[src/rtl/fetch_unit_pkg.sv]
// Shared constants, state encoding and the fetch-address legality check
// for the F stage.
package fetch_unit_pkg;

  localparam logic [31:0] DEF_RESET_PC = 32'h0000_3000;
  localparam logic [31:0] DEF_HANDLER  = 32'h0000_4180;
  localparam logic [31:0] DEF_TEXT_LO  = 32'h0000_3000;
  localparam logic [31:0] DEF_TEXT_HI  = 32'h0000_6FFC;

  localparam logic [4:0] EXC_NONE = 5'd0;
  localparam logic [4:0] EXC_ADEL = 5'd4;

  typedef enum logic [1:0] {
    ST_ISSUE = 2'd0,
    ST_HOLD  = 2'd1,
    ST_DRAIN = 2'd2
  } fstate_e;

  function automatic logic pc_bad(
    input logic [31:0] pc,
    input logic [31:0] lo,
    input logic [31:0] hi
  );
    return (pc[1:0] != 2'b00) || (pc < lo) || (pc > hi);
  endfunction

endpackage

[src/rtl/fetch_unit_if.sv]
// Instruction-memory request/response bus between F stage and imem.
interface fetch_unit_if;
  logic        imem_req;
  logic [31:0] imem_addr;
  logic        imem_ready;
  logic [31:0] imem_rdata;

  modport master (
    output imem_req,
    output imem_addr,
    input  imem_ready,
    input  imem_rdata
  );

  modport slave (
    input  imem_req,
    input  imem_addr,
    output imem_ready,
    output imem_rdata
  );
endinterface

[src/rtl/fetch_unit_npc.sv]
// Next-PC priority mux: exception, ERET, taken branch, then sequential.
module fetch_npc
  import fetch_unit_pkg::*;
#(
  parameter logic [31:0] HANDLER = DEF_HANDLER
) (
  input  logic [31:0] pc_i,
  input  logic [31:0] epc_i,
  input  logic [31:0] target_i,
  input  logic [31:0] tgt_pend_i,
  input  logic        req_i,
  input  logic        kill_i,
  input  logic        adv_i,
  input  logic        redirect_i,
  input  logic        redir_pend_i,
  output logic [31:0] npc_o
);

  always_comb begin
    npc_o = pc_i;
    priority case (1'b1)
      req_i:                   npc_o = HANDLER;
      kill_i:                  npc_o = epc_i;
      adv_i && redir_pend_i:   npc_o = tgt_pend_i;
      adv_i && redirect_i:     npc_o = target_i;
      adv_i:                   npc_o = pc_i + 32'd4;
      default:                 npc_o = pc_i;
    endcase
  end

endmodule

[src/rtl/fetch_unit.sv]
// F stage: owns the PC, runs the imem handshake and feeds the D register.
module fetch_unit
  import fetch_unit_pkg::*;
#(
  parameter logic [31:0] RESET_PC = DEF_RESET_PC,
  parameter logic [31:0] HANDLER  = DEF_HANDLER,
  parameter logic [31:0] TEXT_LO  = DEF_TEXT_LO,
  parameter logic [31:0] TEXT_HI  = DEF_TEXT_HI
) (
  input  logic        clk,
  input  logic        reset,
  input  logic        stall_D,
  input  logic        Req,
  input  logic        eret_D,
  input  logic [31:0] EPC,
  input  logic        ctrl_D,
  input  logic        redirect_D,
  input  logic [31:0] target_D,
  fetch_unit_if.master imem,
  output logic        valid_F,
  output logic [31:0] instr_F,
  output logic [31:0] PC_F,
  output logic        BD_F,
  output logic [4:0]  ExcCode_F
);

  fstate_e     st_q;
  logic [31:0] pc_q;
  logic [31:0] pc_d;
  logic [31:0] buf_q;
  logic [31:0] daddr_q;
  logic [31:0] tgt_q;
  logic        bd_pend_q;
  logic        redir_pend_q;

  logic issue;
  logic hold;
  logic drain;
  logic bad;
  logic kill;
  logic flush;
  logic adv;

  assign issue = (st_q == ST_ISSUE);
  assign hold  = (st_q == ST_HOLD);
  assign drain = (st_q == ST_DRAIN);
  assign bad   = issue && pc_bad(pc_q, TEXT_LO, TEXT_HI);
  assign kill  = eret_D && !stall_D;
  assign flush = Req || kill;

  // A drained request keeps presenting the address it was issued with
  assign imem.imem_req  = reset && (drain || (issue && !bad));
  assign imem.imem_addr = drain ? daddr_q : pc_q;

  assign valid_F = reset && !kill &&
                   ((issue && (bad || imem.imem_ready)) || hold);
  assign adv     = valid_F && !stall_D;

  assign instr_F   = (valid_F && !bad)
                   ? (hold ? buf_q : imem.imem_rdata) : '0;
  assign ExcCode_F = (valid_F && bad) ? EXC_ADEL : EXC_NONE;
  assign PC_F      = pc_q;
  assign BD_F      = reset && (ctrl_D || bd_pend_q);

  fetch_npc #(
    .HANDLER (HANDLER)
  ) u_npc (
    .pc_i         (pc_q),
    .epc_i        (EPC),
    .target_i     (target_D),
    .tgt_pend_i   (tgt_q),
    .req_i        (Req),
    .kill_i       (kill),
    .adv_i        (adv),
    .redirect_i   (redirect_D),
    .redir_pend_i (redir_pend_q),
    .npc_o        (pc_d)
  );

  always_ff @(posedge clk or negedge reset) begin
    if (!reset) begin
      st_q         <= ST_ISSUE;
      pc_q         <= RESET_PC;
      buf_q        <= '0;
      daddr_q      <= '0;
      tgt_q        <= '0;
      bd_pend_q    <= 1'b0;
      redir_pend_q <= 1'b0;
    end else begin
      pc_q <= pc_d;
      if (flush) begin
        bd_pend_q    <= 1'b0;
        redir_pend_q <= 1'b0;
        if (imem.imem_req && !imem.imem_ready) begin
          st_q <= ST_DRAIN;
          if (issue) daddr_q <= pc_q;
        end else begin
          st_q <= ST_ISSUE;
        end
      end else begin
        unique case (st_q)
          ST_ISSUE: begin
            if (!bad && imem.imem_ready && !adv) begin
              buf_q <= imem.imem_rdata;
              st_q  <= ST_HOLD;
            end
          end
          ST_HOLD: begin
            if (adv) st_q <= ST_ISSUE;
          end
          ST_DRAIN: begin
            if (imem.imem_ready) st_q <= ST_ISSUE;
          end
          default: st_q <= ST_ISSUE;
        endcase
        // Branch left D before its delay slot was delivered
        if (adv) begin
          bd_pend_q    <= 1'b0;
          redir_pend_q <= 1'b0;
        end else if (ctrl_D && !stall_D) begin
          bd_pend_q <= 1'b1;
          if (redirect_D) begin
            redir_pend_q <= 1'b1;
            tgt_q        <= target_D;
          end
        end
      end
    end
  end

endmodule

[src/flat_wrapper.sv]
// flat-port wrapper written by rule: the top's interface ports become plain ports
module fetch_unit_flat import fetch_unit_pkg::*;
#(
  parameter logic [31:0] RESET_PC = DEF_RESET_PC,
  parameter logic [31:0] HANDLER  = DEF_HANDLER,
  parameter logic [31:0] TEXT_LO  = DEF_TEXT_LO,
  parameter logic [31:0] TEXT_HI  = DEF_TEXT_HI
)
  (clk, reset, stall_D, Req, eret_D, EPC, ctrl_D, redirect_D, target_D, valid_F, instr_F, PC_F, BD_F, ExcCode_F, imem_imem_req, imem_imem_addr, imem_imem_ready, imem_imem_rdata);
  fetch_unit_if imem_i ();
  input  logic clk;
  input  logic reset;
  input  logic stall_D;
  input  logic Req;
  input  logic eret_D;
  input  logic [31:0] EPC;
  input  logic ctrl_D;
  input  logic redirect_D;
  input  logic [31:0] target_D;
  output logic valid_F;
  output logic [31:0] instr_F;
  output logic [31:0] PC_F;
  output logic BD_F;
  output logic [4:0] ExcCode_F;
  output wire logic [$bits(imem_i.imem_req)-1:0] imem_imem_req;
  output wire logic [$bits(imem_i.imem_addr)-1:0] imem_imem_addr;
  input wire logic [$bits(imem_i.imem_ready)-1:0] imem_imem_ready;
  input wire logic [$bits(imem_i.imem_rdata)-1:0] imem_imem_rdata;
  assign imem_imem_req = imem_i.imem_req;
  assign imem_imem_addr = imem_i.imem_addr;
  assign imem_i.imem_ready = imem_imem_ready;
  assign imem_i.imem_rdata = imem_imem_rdata;
  fetch_unit #(.RESET_PC(RESET_PC), .HANDLER(HANDLER), .TEXT_LO(TEXT_LO), .TEXT_HI(TEXT_HI)) u_core (.clk(clk), .reset(reset), .stall_D(stall_D), .Req(Req), .eret_D(eret_D), .EPC(EPC), .ctrl_D(ctrl_D), .redirect_D(redirect_D), .target_D(target_D), .imem(imem_i), .valid_F(valid_F), .instr_F(instr_F), .PC_F(PC_F), .BD_F(BD_F), .ExcCode_F(ExcCode_F));
endmodule
[config.mk]
export PLATFORM = sky130hd
export DESIGN_NAME = fetch_unit_flat
export DESIGN_NICKNAME = d
export VERILOG_FILES = /design/src/rtl/fetch_unit_pkg.sv /design/src/rtl/fetch_unit_if.sv /design/src/rtl/fetch_unit_npc.sv /design/src/rtl/fetch_unit.sv /design/src/flat_wrapper.sv
export SDC_FILE = /design/constraint.sdc
export NUM_CORES = 1
export LEC_CHECK = 0
export BUFFER_PORTS_ARGS = -buffer_cell sky130_fd_sc_hd__clkbuf_2
export CAP_MARGIN = 20
export CORE_UTILIZATION = 49
export DETAILED_ROUTE_END_ITERATION = 16
export GPL_ROUTABILITY_DRIVEN = 0
export PLACE_DENSITY = 0.8
export SLEW_MARGIN = 20
export SYNTH_ARGS = -nofsm -noshare
export SYNTH_HDL_FRONTEND = slang
export SYNTH_SLANG_ARGS = --single-unit
[constraint.sdc]
create_clock -name clk -period 3.5 [get_ports clk]
set_input_delay 0.175 -clock clk [delete_from_list [all_inputs] [get_ports clk]]
set_output_delay 0.175 -clock clk [all_outputs]
set_load 0.01 [all_outputs]
Word-level counts from Yosys, hierarchy flattened

Index checks and enable logic that the tools add are counted.

Bits in latches: 0
Bits in read-only memories: 0
Word-level logic and storage cells: 78
Memory bits (writable): 0
Input bits: 104
Output and inout bits: 104
Flip-flop bits (word level): 132
Memories: 0

Order comparisons: 2
Muxes and demuxes: 22
Add/sub/neg operators: 1
Eq/ne operators: 5
Divide/modulo/power cells: 0
Bitwise operators: 2
Shift-type cells: 0
Reductions and logical operators: 39
Multipliers: 0

Operators with widths:

| operator                                              | count |
|---|---|
| two-way mux 32 bit                                    | 8 |
| adder 32 x 3 -> 32 bit (second input constant)        | 1 |
| > comparator 32 x 15 -> 1 bit (second input constant) | 1 |
| < comparator 32 x 14 -> 1 bit (second input constant) | 1 |
| logical AND 1 bit                                     | 17 |
| two-way mux 2 bit                                     | 5 |
| != test 3 bit (second input constant)                 | 3 |
| AND reduction 3 bit                                   | 3 |
| logical OR 1 bit                                      | 7 |
| two-way mux 1 bit                                     | 7 |
| case mux 2 bit (3 select lines)                       | 1 |
| nonzero test 3 bit                                    | 2 |
| logical NOT 1 bit                                     | 5 |
| nonzero test 5 bit                                    | 1 |
| AND reduction 4 bit                                   | 1 |
| two-way mux 3 bit                                     | 1 |
| equality test 2 x 1 -> 1 bit (second input constant)  | 1 |
| equality test 2 bit (second input constant)           | 1 |
| logical NOT 2 bit                                     | 1 |
| NOT 1 bit                                             | 2 |
| AND reduction 2 bit                                   | 1 |
| nonzero test 2 bit                                    | 1 |

Logic depth before layout (Yosys ltp)

Depth in word-level cells: 14
Mapped depth: 10
Gate-level depth less buffers: 7

Modules after synthesis

From an unflattened synthesis, not the netlist that was laid out.

Cell total of the unflattened synthesis: 701
Area total of the unflattened synthesis: 7450.9 µm²

Modules (own cells, without submodules):

| module     | sequential area each (µm²) | cells an instance | area each (µm²) | times used |
|---|---|---|---|---|
| fetch_unit | 3305.7                     | 396               | 5651.7          | 1 |
| fetch_npc  | 0.0                        | 305               | 1799.2          | 1 |

Worst setup path before layout

Ideal clock, no wire load.

Path kind: register to register
Start point: register u_core.pc_q[12], in the netlist u_core.PC_F[12]
End point: register u_core.pc_q[17], in the netlist u_core.PC_F[17]
Cell stages (with the launch flop): 11
Slack: 1025 ps
Buffers on the path: 4
Period minus slack after synthesis: 2475 ps
Data required time: 3374 ps
Arrival: 2349 ps
Setup time: 126 ps
Cells stage by stage: dfstp_2 -> buf_2 -> nand2_1 -> xor2_1 -> or4_1 -> buf_2 -> buf_6 -> buf_6 -> a31oi_2 -> o211ai_1 -> a221o_1

Longest elaborated chain between the ends: 14
Elaborated cells on any way between the ends: 19
Those cells by class: add/sub (1); order compare (2); mux (5); reduce/logical (11)

RTL lines:

| item                             | RTL line             | RTL |
|---|---|---|
| from (decl)                      | fetch_unit.sv:28     | `logic [31:0] pc_q;` |
| from (signal assigned)           | fetch_unit.sv:90     | `pc_q <= pc_d;` |
| < comparator 32 x 14 -> 1 bit    | fetch_unit_pkg.sv:24 | `return (pc[1:0] != 2'b00) \|\| (pc < lo) \|\| (pc > hi);` |
| logical OR 1 bit (2 in series)   | fetch_unit_pkg.sv:24 |  |
| logical AND 1 bit                | fetch_unit.sv:47     | `assign bad = issue && pc_bad(pc_q, TEXT_LO, TEXT_HI);` |
| logical OR 1 bit                 | fetch_unit.sv:56     | `((issue && (bad \|\| imem.imem_ready)) \|\| hold);` |
| logical AND 1 bit                | fetch_unit.sv:56     |  |
| logical OR 1 bit                 | fetch_unit.sv:56     |  |
| logical AND 1 bit                | fetch_unit.sv:55     | `assign valid_F = reset && !kill &&` |
| logical AND 1 bit                | fetch_unit.sv:57     | `assign adv = valid_F && !stall_D;` |
| logical AND 1 bit                | fetch_unit_npc.sv:25 | `adv_i && redirect_i: npc_o = target_i;` |
| two-way mux 32 bit (4 in series) | fetch_unit_npc.sv:21 | `priority case (1'b1)` |

Several ways; a longest one is shown, not always the timed one. The select of a mux whose other input is x is not followed.
A chain may end at the register's enable or synchronous reset.

Worst setup path after layout

Start point: register u_core.pc_q[28], in the netlist u_core.PC_F[28]
End point: output port instr_F[22]

Longest elaborated chain between the ends: 10
Elaborated cells on any way between the ends: 12
Those cells by class: order compare (2); mux (1); reduce/logical (9)

RTL lines:

| item                          | RTL line             | RTL |
|---|---|---|
| < comparator 32 x 14 -> 1 bit | fetch_unit_pkg.sv:24 |  |
| logical OR 1 bit              | fetch_unit_pkg.sv:24 |  |
| logical OR 1 bit *            | fetch_unit_pkg.sv:24 |  |
| logical AND 1 bit *           | fetch_unit.sv:47     |  |
| logical OR 1 bit              | fetch_unit.sv:56     |  |
| logical AND 1 bit             | fetch_unit.sv:56     |  |
| logical OR 1 bit              | fetch_unit.sv:56     |  |
| logical AND 1 bit             | fetch_unit.sv:55     |  |
| logical AND 1 bit *           | fetch_unit.sv:59     | `assign instr_F = (valid_F && !bad)` |
| two-way mux 32 bit *          | fetch_unit.sv:60     | `? (hold ? buf_q : imem.imem_rdata) : '0;` |
| to (decl)                     | flat_wrapper.sv:21   | `output logic [31:0] instr_F;` |

Mark *: on every way between the ends. The rest lies on a longest branch, timed or not.

==> impl_metrics.ini <==
[outcome]
status = finished clean

[floorplanning]
die_h_um = 126.0
io_pins = 208
rows = 44
start_util = 0.5105
dieArea_sq_um = 15870
die_x_um = 126.0
core_area_sq_um = 14750

[place]
place_area_sq_um = 8828
port_buffers = 203
hpwl_um = 17120
dpl.cell_count = 1129
dp_slack_ps = 617.6

[critical_path]
critPathMaxStageDelay_ps = 530
crit_chain = nor4_1 > nand3_1 > nor3_1 > and2_1 > o21ai_2 > buf_4 > a21oi_1 > clkbuf_2
critPathArrivalTime_ps = 2890
worst_setup_path_end_kind = output pin
crit_slowest_cell = nor3_1
crit_type = reg -> out
cp_data_required_time_ps = 3320
cp_max_fo = 32
start_kind = flop
r2r_start = u_core.PC_F[28]$_DFFE_PN0P_
cp-startpoint = u_core.PC_F[28]$_DFFE_PN0P_

[grt]
overflow = 0
grt_max_degree = 136
grt_pass1_wl_um = 38250
grtUsageTotal = 0.3131
antenna_found_initial = 0
first_global_vias = 6988

[synthesis]
synth_cell_types = 69
synth_area_leaders = dfrtp_1 (43%), mux2_2 (16%), nand2_1 (5.3%)
synth.yosys.warnings = 0
postSynthAreaPerCell_sq_um = 9.808
synth_edf_count = 0
syn_area_sq_um = 7532
synth-seq-cells = 132
yosys.area.top_type = dfrtp_1
synth_top_area_frac = 0.4319
syn_inst = 768
seq_area_frac_synth = 0.4389
ys_async_sr_fraction = 1.000
synth_ff_type = dfrtp_1

[clock_tree]
hold_buffers = 21
tritoncts = yes
clk_latency_ps = 420
clk_pin_slew_ps = 60
cts_buffers = 17
cts_max_level = 4
post_cts_buffers = 0
cts_resized = 0
clock-sinks = 132
clk_path_buf_depth = 2
cts-root-buf = clkbuf_16

[final_layout]
final_cells = 1185
num_antenna_cells = 0
multi_input_area_sq_um = 3978
drive_above_1_share = 0.3936
fillCellCount = 1153
seqCellArea_sq_um = 3306
final_core_util = 0.6567
stdcell_area_sq_um = 9689
syn2layout_area_growth_pct = 28.64
nets = 1093

[worst_hold_path]
hold_path.class = in -> reg
min_from = imem_imem_rdata[1]

[job]
max_cap_viol_count = 0

[timing]
worst_pin_slew_ps = 956.9
worst_slack_ps = 432.1
hold_viol = 0
rsz0062_at_grt = false
slew_headroom = 0.3607
fin_tns_setup_ps = 0
fin_crit_sh = 0.8766
period_needed_ps = 3068
slew_viol_final = 0
fmax_mhz = 326.0
finClkSkew_ps = 6.795
setup_viol = 0

[power]
ir_drop_v = 0.0004287
p_leak_uw = 0.004587
powerDensity_nw_per_um2 = 513.6

[route]
vias_per_cell = 6.220
dr.pass1.iters = 6
drtIter0Drc = 929
post-route-drc-count = 0
wl_per_cell_um = 20.65
drt_wl_total_um = 24470
num_vias = 7371
ant_nets = 0
## cell families (layout without fill, tap and decap cells)
family,after synthesis,in the layout,synth area share
xor gates and xnor gates,15,15,0.01744
adders and majority gates,1,1,0.001661
AOI/OAI and AO/OA,194,194,0.1769
muxes,107,107,0.1598
buffers and inverters,68,298,0.03987
DFF,132,132,0.4389
other,1,4,0.0004979
and+or+nand+nor,250,250,0.1650
## cell type report
type	instances	area share
Sequential cell	132	0.3412
Tap cell	184	0.02376
Multi-Input combinational cell	571	0.4105
Clock buffer	20	0.04817
Clock inverter	12	0.01588
Timing Repair Buffer	256	0.1566
Inverter	10	0.003874
## state kept, by name, indices dropped and copies added (netlist names)
register,flops
u_core.tgt_q,32
u_core.daddr_q,32
u_core.bd_pend_q,1
u_core.redir_pend_q,1
u_core.buf_q,32
u_core.st_q,2
u_core.PC_F,32
## power by group
group	switching [uW]	internal (uW)	leakage, uW
sequential	224	1880	0.00169
clock	683	1170	0.000298
combinational	508	511	0.00260
## worst max-delay path, delay by kind of cell (launching register included)
family,cells,cell delay (ps)
AO/OA/AOI/OAI,2,250
flip-flops,1,460
buffers and inverters,2,410
AND/OR/NAND/NOR,4,1310
## metal layers
metal | vias to the layer above | share of wire | global-route usage
li1 | 3279 | - | -
met1 | 3514 | 0.41 | 0.4254
met2 | 505 | 0.45 | 0.4667
met3 | 73 | 0.11 | 0.09601
met4 | 0 | 0.034 | 0.1254
met5 | - | 0 | 0
## Yosys cell counts (3+ instances only)
cell type,n
mux2_2,106
o31ai_1,3
xnor2_1,7
a22oi_1,15
or3_1,4
a221o_1,7
a211o_1,5
o221ai_1,4
and3_1,11
o22ai_1,10
nand4_1,10
a21oi_1,58
nor4_1,8
a221oi_1,9
xor2_1,8
a2111oi_0,9
o2bb2ai_1,7
dfrtp_1,130
nor2_1,27
and2_1,6
buf_2,12
clkbuf_1,40
nor2b_1,22
o21ai_0,29
nand2b_1,8
or2_2,3
nand2_1,106
inv_1,10
a31o_2,3
buf_4,4
o211ai_1,4
nor3_1,13
a31oi_1,3
nand3_1,20
## through the flow
| step | total power (uW) | hold slack, ps |
|---|---|---|
| after detailed placement | 3090 | 391.4 |
| after global routing | 5171 | 1.145 |
| after CTS | 4953 | 0.03803 |
| final | 4976 | 6.922 |
| after global placement | 3042 | 390.2 |
| after floorplan | 2698 | -120.6 |
## placed cells by master, fill, tap and decap left out, types with 9 or more instances in the layout
cell / Yosys / final
clkbuf_2: 0 / 202
dfrtp_1: 130 / 130
mux2_2: 106 / 106
nand2_1: 106 / 106
a21oi_1: 58 / 58
o21ai_0: 29 / 29
nor2_1: 27 / 26
buf_4: 4 / 26
dlygate4sd3_1: 0 / 24
nor2b_1: 22 / 21
nand3_1: 20 / 20
clkbuf_16: 0 / 17
a22oi_1: 15 / 15
nor3_1: 13 / 13
and3_1: 11 / 11
inv_1: 10 / 10
nand4_1: 10 / 10
o22ai_1: 10 / 10
a221oi_1: 9 / 9
a2111oi_0: 9 / 9
## worst paths after layout
| check | depth (start not counted) | slack [ps] | end |
|---|---|---|---|
| max | 8 | 430 | instr_F[22] |
| min | 2 | 7 | u_core.buf_q[1]$_DFFE_PN0P_ |
| max reg2reg | 6 | 560 | u_core.tgt_q[12]$_DFFE_PN0P_ |
| min reg2reg | 1 | 500 | u_core.daddr_q[0]$_DFFE_PN0P_ |
| max in group asynchronous | 3 | 2540 | u_core.PC_F[26]$_DFFE_PN0P_ |
| min in group asynchronous | 3 | 480 | u_core.tgt_q[0]$_DFFE_PN0P_ |
Note: power is estimated with default switching activity, not from simulation.
